$ cat src/rtl/la_pkg.sv
// Shared encodings for the logic analyzer capture path: FSM states, trigger modes
// and register offsets within a core's bus window.
package la_pkg;

  typedef enum logic [2:0] {
    ST_IDLE       = 3'd0,
    ST_MOVE       = 3'd1,
    ST_IN_POS     = 3'd2,
    ST_CAPTURING  = 3'd3,
    ST_CAPTURED   = 3'd4
  } la_state_e;

  localparam logic [1:0] MODE_SINGLE    = 2'd0;
  localparam logic [1:0] MODE_INCR      = 2'd1;
  localparam logic [1:0] MODE_IMMEDIATE = 2'd2;

  localparam logic [2:0] REG_STATE     = 3'd0;
  localparam logic [2:0] REG_MODE      = 3'd1;
  localparam logic [2:0] REG_LOC       = 3'd2;
  localparam logic [2:0] REG_START     = 3'd3;
  localparam logic [2:0] REG_STOP      = 3'd4;
  localparam logic [2:0] REG_READ_PTR  = 3'd5;
  localparam logic [2:0] REG_WRITE_PTR = 3'd6;

endpackage

$ cat src/rtl/la_capture_fsm.sv
// Capture controller: gates sample-memory writes around the trigger; bus stage has 1-cycle latency.
// No backpressure (bus always accepted); immediate mode present only with LA_CAPTURE_IMMEDIATE_EN.
module la_capture_fsm
  import la_pkg::*;
#(
  parameter int BASE_ADDR    = 0,
  parameter int SAMPLE_DEPTH = 4096,
  parameter int AW           = $clog2(SAMPLE_DEPTH)
) (
  input  logic          clk,
  input  logic          rst_n,
  input  logic          trig,
  input  logic [15:0]   addr_i,
  input  logic [15:0]   data_i,
  input  logic          rw_i,
  input  logic          valid_i,
  output logic [15:0]   addr_o,
  output logic [15:0]   data_o,
  output logic          rw_o,
  output logic          valid_o,
  output logic          we_o,
  output logic [AW-1:0] waddr_o
);

  localparam int CW = AW + 1;

  la_state_e     state_q, state_d;
  logic [1:0]    mode_q;
  logic [AW-1:0] loc_q, rp_q, rp_d, wp_q, cur_addr;
  logic [CW-1:0] cnt_q, cnt_d, remain;
  logic [16:0]   off_full;
  logic [2:0]    off;
  logic          hit, wr_hit, rd_hit, start_req, stop_req;
  logic          ptr_clr, wr_dec, mode_ok;
  logic [15:0]   rd_val;

  // An address below the base wraps to a large offset and so misses the window.
  assign off_full  = {1'b0, addr_i} - 17'(BASE_ADDR);
  assign hit       = valid_i && (off_full <= 17'd6);
  assign off       = off_full[2:0];
  assign wr_hit    = hit && rw_i;
  assign rd_hit    = hit && !rw_i;
  assign start_req = wr_hit && (off == REG_START);
  assign stop_req  = wr_hit && (off == REG_STOP);

  // write_pointer advances when the registered write retires, so the address of
  // the write being decided this cycle is one ahead while we_o is high.
  assign cur_addr = wp_q + AW'(we_o);
  assign remain   = CW'(SAMPLE_DEPTH) - {1'b0, loc_q} - CW'(1);
  assign waddr_o  = wp_q;

`ifdef LA_CAPTURE_IMMEDIATE_EN
  assign mode_ok = (data_i <= 16'(MODE_IMMEDIATE));
`else
  assign mode_ok = (data_i <= 16'(MODE_INCR));
`endif

  always_ff @(posedge clk or negedge rst_n) begin
    if (!rst_n) begin
      addr_o  <= '0;
      data_o  <= '0;
      rw_o    <= 1'b0;
      valid_o <= 1'b0;
      we_o    <= 1'b0;
      state_q <= ST_IDLE;
      mode_q  <= MODE_SINGLE;
      loc_q   <= '0;
      rp_q    <= '0;
      wp_q    <= '0;
      cnt_q   <= '0;
    end else begin
      addr_o  <= addr_i;
      rw_o    <= rw_i;
      valid_o <= valid_i;
      data_o  <= rd_hit ? rd_val : data_i;
      we_o    <= wr_dec;
      state_q <= state_d;
      cnt_q   <= cnt_d;
      rp_q    <= ptr_clr ? '0 : rp_d;
      wp_q    <= ptr_clr ? '0 : wp_q + AW'(we_o);
      if (wr_hit && state_q == ST_IDLE) begin
        if (off == REG_MODE && mode_ok) mode_q <= data_i[1:0];
        if (off == REG_LOC) begin
          if (32'(data_i) > SAMPLE_DEPTH - 1) loc_q <= AW'(SAMPLE_DEPTH - 1);
          else                                loc_q <= data_i[AW-1:0];
        end
      end
    end
  end

  always_comb begin
    state_d = state_q;
    cnt_d   = cnt_q;
    rp_d    = rp_q;
    ptr_clr = 1'b0;
    if (stop_req) begin
      state_d = ST_IDLE;
    end else begin
      case (state_q)
        ST_IDLE: if (start_req) begin
          ptr_clr = 1'b1;
          cnt_d   = '0;
          if (mode_q == MODE_SINGLE) begin
            state_d = (loc_q != '0) ? ST_MOVE : ST_IN_POS;
          end else begin
            state_d = ST_CAPTURING;
            cnt_d   = CW'(SAMPLE_DEPTH);
          end
        end
        ST_MOVE: begin
          cnt_d = cnt_q + CW'(1);
          if (cnt_q + CW'(1) == {1'b0, loc_q}) begin
            state_d = ST_IN_POS;
            cnt_d   = '0;
          end
        end
        ST_IN_POS: begin
          rp_d = cur_addr - loc_q;
          if (trig) begin
            cnt_d   = remain;
            state_d = (remain == '0) ? ST_CAPTURED : ST_CAPTURING;
          end
        end
        ST_CAPTURING: if (wr_dec) begin
          cnt_d = cnt_q - CW'(1);
          if (cnt_q == CW'(1)) state_d = ST_CAPTURED;
        end
        default: ;
      endcase
    end
  end

  always_comb begin
    wr_dec = 1'b0;
    rd_val = '0;
    case (state_q)
      ST_MOVE, ST_IN_POS: wr_dec = 1'b1;
      ST_CAPTURING:       wr_dec = (mode_q == MODE_INCR) ? trig : 1'b1;
      default:            wr_dec = 1'b0;
    endcase
    if (stop_req) wr_dec = 1'b0;
    case (off)
      REG_STATE:     rd_val = 16'(state_q);
      REG_MODE:      rd_val = 16'(mode_q);
      REG_LOC:       rd_val = 16'(loc_q);
      REG_READ_PTR:  rd_val = 16'(rp_q);
      REG_WRITE_PTR: rd_val = 16'(wp_q);
      default:       rd_val = '0;
    endcase
  end

endmodule

$ cat config.mk
export PLATFORM = sky130hd
export DESIGN_NAME = la_capture_fsm
export DESIGN_NICKNAME = d
export VERILOG_FILES = /design/src/rtl/la_pkg.sv /design/src/rtl/la_capture_fsm.sv
export SDC_FILE = /design/constraint.sdc
export NUM_CORES = 1
export LEC_CHECK = 0
export BUFFER_PORTS_ARGS = -buffer_cell sky130_fd_sc_hd__buf_4
export CELL_PAD_IN_SITES_DETAIL_PLACEMENT = 0
export CELL_PAD_IN_SITES_GLOBAL_PLACEMENT = 1
export CORE_UTILIZATION = 43
export CTS_CLUSTER_SIZE = 20
export DETAILED_ROUTE_END_ITERATION = 8
export PLACE_DENSITY_LB_ADDON = 0.1
export SYNTH_ARGS = -nofsm -noshare
export SYNTH_HDL_FRONTEND = slang
export SYNTH_SLANG_ARGS = --single-unit
$ cat constraint.sdc
create_clock -name clk -period 3.4 [get_ports clk]
set_clock_uncertainty 0.05 [all_clocks]
set_input_delay 0.68 -clock clk [delete_from_list [all_inputs] [get_ports clk]]
set_output_delay 0.68 -clock clk [all_outputs]
set_load 0.01 [all_outputs]
# Word level (Yosys, flattened, before mapping)
# Index checks and enable logic that the tools add are counted.
[totals]
reg_bits = 89
in_bits = 37
output_inout_bits = 47
elab_cells = 93
[op_classes]
add_sub_neg = 6
n_lt_le_gt_ge = 3
n_eq_ne = 21
mux = 29
n_bitwise = 1
reduce_logical = 22
[op_table]
columns = ["operator", "count"]
rows = [
  ["13-bit 2-to-1 mux", 5],
  ["12-bit 2-to-1 mux", 5],
  ["12-bit case mux with 5 select lines", 1],
  ["13-bit case mux with 4 select lines", 1],
  ["13-bit by 1-bit subtractor with 13-bit output, second input constant", 2],
  ["3-bit 2-to-1 mux", 7],
  ["16-bit by 12-bit greater-than comparator with 1-bit output, second input constant", 1],
  ["16-bit by 1-bit less-or-equal comparator with 1-bit output, second input constant", 1],
  ["16-bit by 3-bit less-or-equal comparator with 1-bit output, second input constant", 1],
  ["16-bit 2-to-1 mux", 1],
  ["3-bit != test, second input constant", 5],
  ["13-bit by 1-bit adder with 13-bit output, second input constant", 1],
  ["13-bit by 1-bit equality test with 1-bit output, second input constant", 1],
  ["13-bit by 12-bit equality test with 1-bit output", 1],
  ["13-bit zero test", 1],
  ["13-bit by 12-bit subtractor with 13-bit output, first input constant", 1],
  ["12-bit by 1-bit adder with 12-bit output", 1],
  ["3-bit by 2-bit equality test with 1-bit output, second input constant", 4],
  ["3-bit case mux with 4 select lines", 1],
  ["12-bit nonzero test", 1],
  ["12-bit subtractor", 1],
  ["3-bit equality test, second input constant", 3],
  ["1-bit logical AND", 7],
  ["3-bit by 1-bit equality test with 1-bit output, second input constant", 2],
  ["17 further kinds", 27],
]

# Depth between registers and ports, before layout
[depth]
ltp_word = 9
ltp_mapped = 13
ltp_nobuf = 13

# Worst setup path after synthesis
# Ideal clock, no wire load.
[synth_path]
path_kind = "input-to-reg"
startpoint = "input addr_i[10]"
endpoint = "register cnt_q[4]"
setup_time_ns = 0.125
arrival_ns = 2.584
required_time_ns = 3.225
path_slack_ns = 0.641
path_stages = 9
path_buffers = 1
cell_sequence = "nor4b_1 -> nand2_1 -> or4b_2 -> o211a_1 -> o21ai_0 -> buf_2 -> nor2_1 -> a31oi_1 -> o21ai_1"
[synth_via]
elab_chain_len = 7
word_cells_on_any_way = 10
classes_between = "order compare: 1; eq/ne: 2; mux: 1; bitwise: 1; reduce/logical: 5"
[synth_rtl]
columns = ["element", "line", "source"]
rows = [
  ["start, declared", "la_capture_fsm.sv:13", "input logic [15:0] addr_i,"],
  ["16-bit by 3-bit less-or-equal comparator with 1-bit output *", "la_capture_fsm.sv:39", "assign hit = valid_i && (off_full <= 17'd6);"],
  ["1-bit logical AND *", "la_capture_fsm.sv:39", ""],
  ["1-bit logical AND *", "la_capture_fsm.sv:41", "assign wr_hit = hit && rw_i;"],
  ["1-bit logical AND", "la_capture_fsm.sv:44", "assign stop_req = wr_hit && (off == REG_STOP);"],
  ["1-bit 2-to-1 mux", "la_capture_fsm.sv:141", "if (stop_req) wr_dec = 1'b0;"],
  ["2-bit != test (no line)", "n/a", ""],
  ["5-bit AND reduction (no line) *", "n/a", ""],
  ["end signal, assigned", "la_capture_fsm.sv:78", "cnt_q <= cnt_d;"],
  ["end, declared", "la_capture_fsm.sv:30", "logic [CW-1:0] cnt_q, cnt_d, remain;"],
]
# Every way passes the cells marked *; elsewhere a longest branch is shown, timed or not.
# A chain may end at the register's enable or synchronous reset.

# Final worst setup path
[layout_path]
startpoint = "register cnt_q[0]"
endpoint = "register cnt_q[6]"
[layout_via]
elab_chain_len = 4
word_cells_on_any_way = 6
classes_between = "add/sub: 2; eq/ne: 1; mux: 3"
[layout_rtl]
columns = ["element", "line", "source"]
rows = [
  ["13-bit by 1-bit adder with 13-bit output", "la_capture_fsm.sv:111, la_capture_fsm.sv:112", ""],
  ["13-bit by 12-bit equality test with 1-bit output", "la_capture_fsm.sv:112", "if (cnt_q + CW'(1) == {1'b0, loc_q}) begin"],
  ["13-bit 2-to-1 mux", "la_capture_fsm.sv:112", ""],
  ["13-bit case mux with 4 select lines *", "la_capture_fsm.sv:99", "case (state_q)"],
]
# Every way passes the cells marked *; elsewhere a longest branch is shown, timed or not. The select of a mux whose other input is x is not followed.

==> impl_results.md <==
* Clk_lat worst skew at 0.35 ns
* Flops & latches, synth at between 80 and 90
* Fin crit share at 90.7%
* Routed WL per cell at 19.4 µm
* EDFF count, synth at 0
* Io pins at 84
* Most used DFF post-synth: dfrtp_1
* Fraction of layout cells with a size suffix above 1 at about a fifth
* DRT antenna net count at 0
* Setup crit start kind: register
* Initial Utilization at 44.8%
* Peak supply drop at 0.000277 V
* TNS Setup at 0 ns
* Tot GR Track Use at approximately 27%
* Diode count at 0
* Number of port buffers at 83
* Final Worst Setup Slack at around 0.32 ns
* Iter 0 DRT Violations at 380
* Distinct cells, synth at between 60 and 70
* Least-Margin Pin Slew at approximately 0.9 ns
* Yosys warns at 0
* Final slew viol count at 0
* Pre-antenna DRT Iters at 5
* FFs w/ async S/R, synth at 100%
* Setup Fix Bufs, Post-CTS at 0
* Hold bufs inserted after CTS at 0
* Worst hold margin at 0.320 ns
* Final setup fails at 0
* Seq/Total Area, Yosys at between 40% and 50%
* Tmin final at between 3 and 4 ns
* Met1 Use GR at between 30% and 40%
* Crit Path Class: reg2reg
* DRT Wirelength at approximately 17000 µm
* Vias post-DR at 5123
* Met2 Resource Use GR at ~44%
* Grt total ovfl at 0
* RSZ-0062 raised after global routing: false
* HPWL Detailed at about 13000 µm
* Syn_nets at a little under 700
* Clock buffer depth at 2
* Mapped Avg Cell Area at between 8 and 9 µm²
* P_leak at 0.00294 µW
* Post-DR vias/cell at just under 6
* Worst min-delay path class: in2async
* H-tree lvl count at 3
* GP Congestion at 0.950
* Most Crowded Layer GR: met2
* P per Cell Area at approximately 650 nW/µm²
* Area Overhead vs Synth at 21.2%
* F_max at between 0.3 and 0.4 GHz
* Number of CTS-inserted buffers at 9
* Run status: completed
* Met3 Usage GRT at under 10%
* Post-CTS sizing at 0
* MaxCap Viol Count at 0
* Vias in the first global route at 4948
* Post-Place Setup Slack at around 0.25 ns
* Clock sinks at approximately 90
* Critical path arrival at about 3.3 ns
* Post-synthesis cell count at 635
* Root buffer cell: clkbuf_16
* Die H at between 100 and 150 µm
* DRC errors left at 0
* WP data required at between 3 and 4 ns
* Row Count at 40
* Core ar. at 12200 µm²
* Clock-pin slew on the worst setup and hold paths at 0.07 ns
* Crit path capture type: register
* Die ar. at around 13000 µm²
* Relative slew slack at between 30% and 40%
* Final Hold Viols at 0
* Initial antenna violation count at 0
* First-pass GRT wire length at approximately 27000 µm
* Area of the mapped netlist at 5470 µm²
* CTS tree: built
* Pin count of the biggest net entering global routing at between 50 and 60
* Crit path max fanout at 13
* Worst R2R Setup Slack at roughly 0.32 ns
* Final Net Count at between 700 and 800
* Overall die width at 115 µm
[critical path, stage by stage (launching register included)]
cell	delay, ns
dfrtp_1	0.51
ha_1	0.24
and4_1	0.31
nand2_1	0.14
o311a_1	0.30
a211o_1	0.30
a2111oi_4	0.44
nor3_2	0.24
a211oi_1	0.28
o22ai_1	0.12
[logic make-up (layout without fill, tap and decap cells)]
family | after synthesis | after routing | share of synthesized area, %
adder cells (fa/ha/maj) | 17 | 17 | 4.03
buffers and inverters | 72 | 155 | 5.47
XOR/XNOR | 36 | 36 | 5.77
AO/OA/AOI/OAI | 169 | 169 | 19.1
flip-flops | 89 | 89 | 40.7
multiplexers | 19 | 19 | 3.50
AND/OR/NAND/NOR | 233 | 233 | 21.4
[cell usage in the layout, fill, tap and decap left out, types with 10 or more instances in the layout]
cell type	Yosys	layout
o21ai_0	54	52
xor2_1	19	19
buf_4	3	103
nand2_1	62	62
a21oi_1	43	43
inv_1	33	33
and2_1	15	15
mux2i_1	18	18
nor2_1	55	55
dfrtp_1	89	89
xnor2_1	17	17
ha_1	16	16
nor3_1	16	16
nor4_1	11	10
o22ai_1	20	20
nand3_1	20	20
[sequential cells by signal, indices dropped and copies added (netlist names), 2 cells and up]
register  cells
addr_o       16
data_o       16
cnt_q        13
loc_q        12
rp_q         12
waddr_o      12
state_q       3
mode_q        2
[synth_stat cells, types with 9 or more instances]
master     n  area share, %
xnor2_1   17            2.7
nor2_1    55            3.8
clkbuf_1  24            1.6
dfrtp_1   89             41
nor4_1    11            1.3
nand4_1    9            1.0
xor2_1    19            3.0
a31oi_1    9            1.0
nor3_1    16            1.5
a21oi_1   43            3.9
ha_1      16            3.7
inv_1     33            2.3
nand2_1   62            4.3
o21ai_0   54            4.9
mux2i_1   18            3.3
and2_1    15            1.7
nand3_1   20            1.8
o22ai_1   20            2.3
[routing by layer]
metal	wire, µm	vias to the layer above	share of wire (%)
li1	-	2428	-
met1	7710	2478	45
met2	8030	194	47
met3	1120	23	6.5
met4	368	0	2.1
met5	0	-	0
[report_power, final]
| group | switching (µW) | leakage [µW] | total [µW] | internal [µW] |
|---|---|---|---|---|
| sequential | 225 | 0.00108 | 1450 | 1220 |
| clock | 453 | 0.000148 | 1030 | 578 |
| combinational | 1100 | 0.00172 | 1840 | 742 |
| total | 1770 | 0.00294 | 4320 | 2540 |
[final cells by class]
type	count	area [µm²]
Clock buffer	9	225
Clock inverter	7	76.3
Fill cell	1159	5590
Inverter	34	128
Multi-Input combinational cell	474	2950
Sequential cell	89	2230
Tap cell	168	210
Timing Repair Buffer	105	813
[metrics by stage]
stage | total power (µW) | cell area [µm²] | std cells | utilization [%]
after floorplan | 2630 | 5470 | 635 | -
after global placement | 3270 | 6320 | 870 | 51.8
after detailed placement | 3270 | 6320 | 870 | 51.8
after CTS | 4300 | 6630 | 886 | 54.3
after global routing | 4570 | 6630 | 886 | 54.3
final | 4320 | 6630 | 886 | 54.3
[final timing paths]
kind	start	end	depth (start not counted)
max in group asynchronous	rst_n	rp_q[1]	2
min reg2reg	rp_q[10]	rp_q[10]	2
max reg2reg	cnt_q[0]	cnt_q[6]	9
min	rst_n	addr_o[2]	1
max	cnt_q[0]	cnt_q[6]	9
min in group clk	addr_i[8]	addr_o[8]	1
Power figures use the tool's default switching activity.
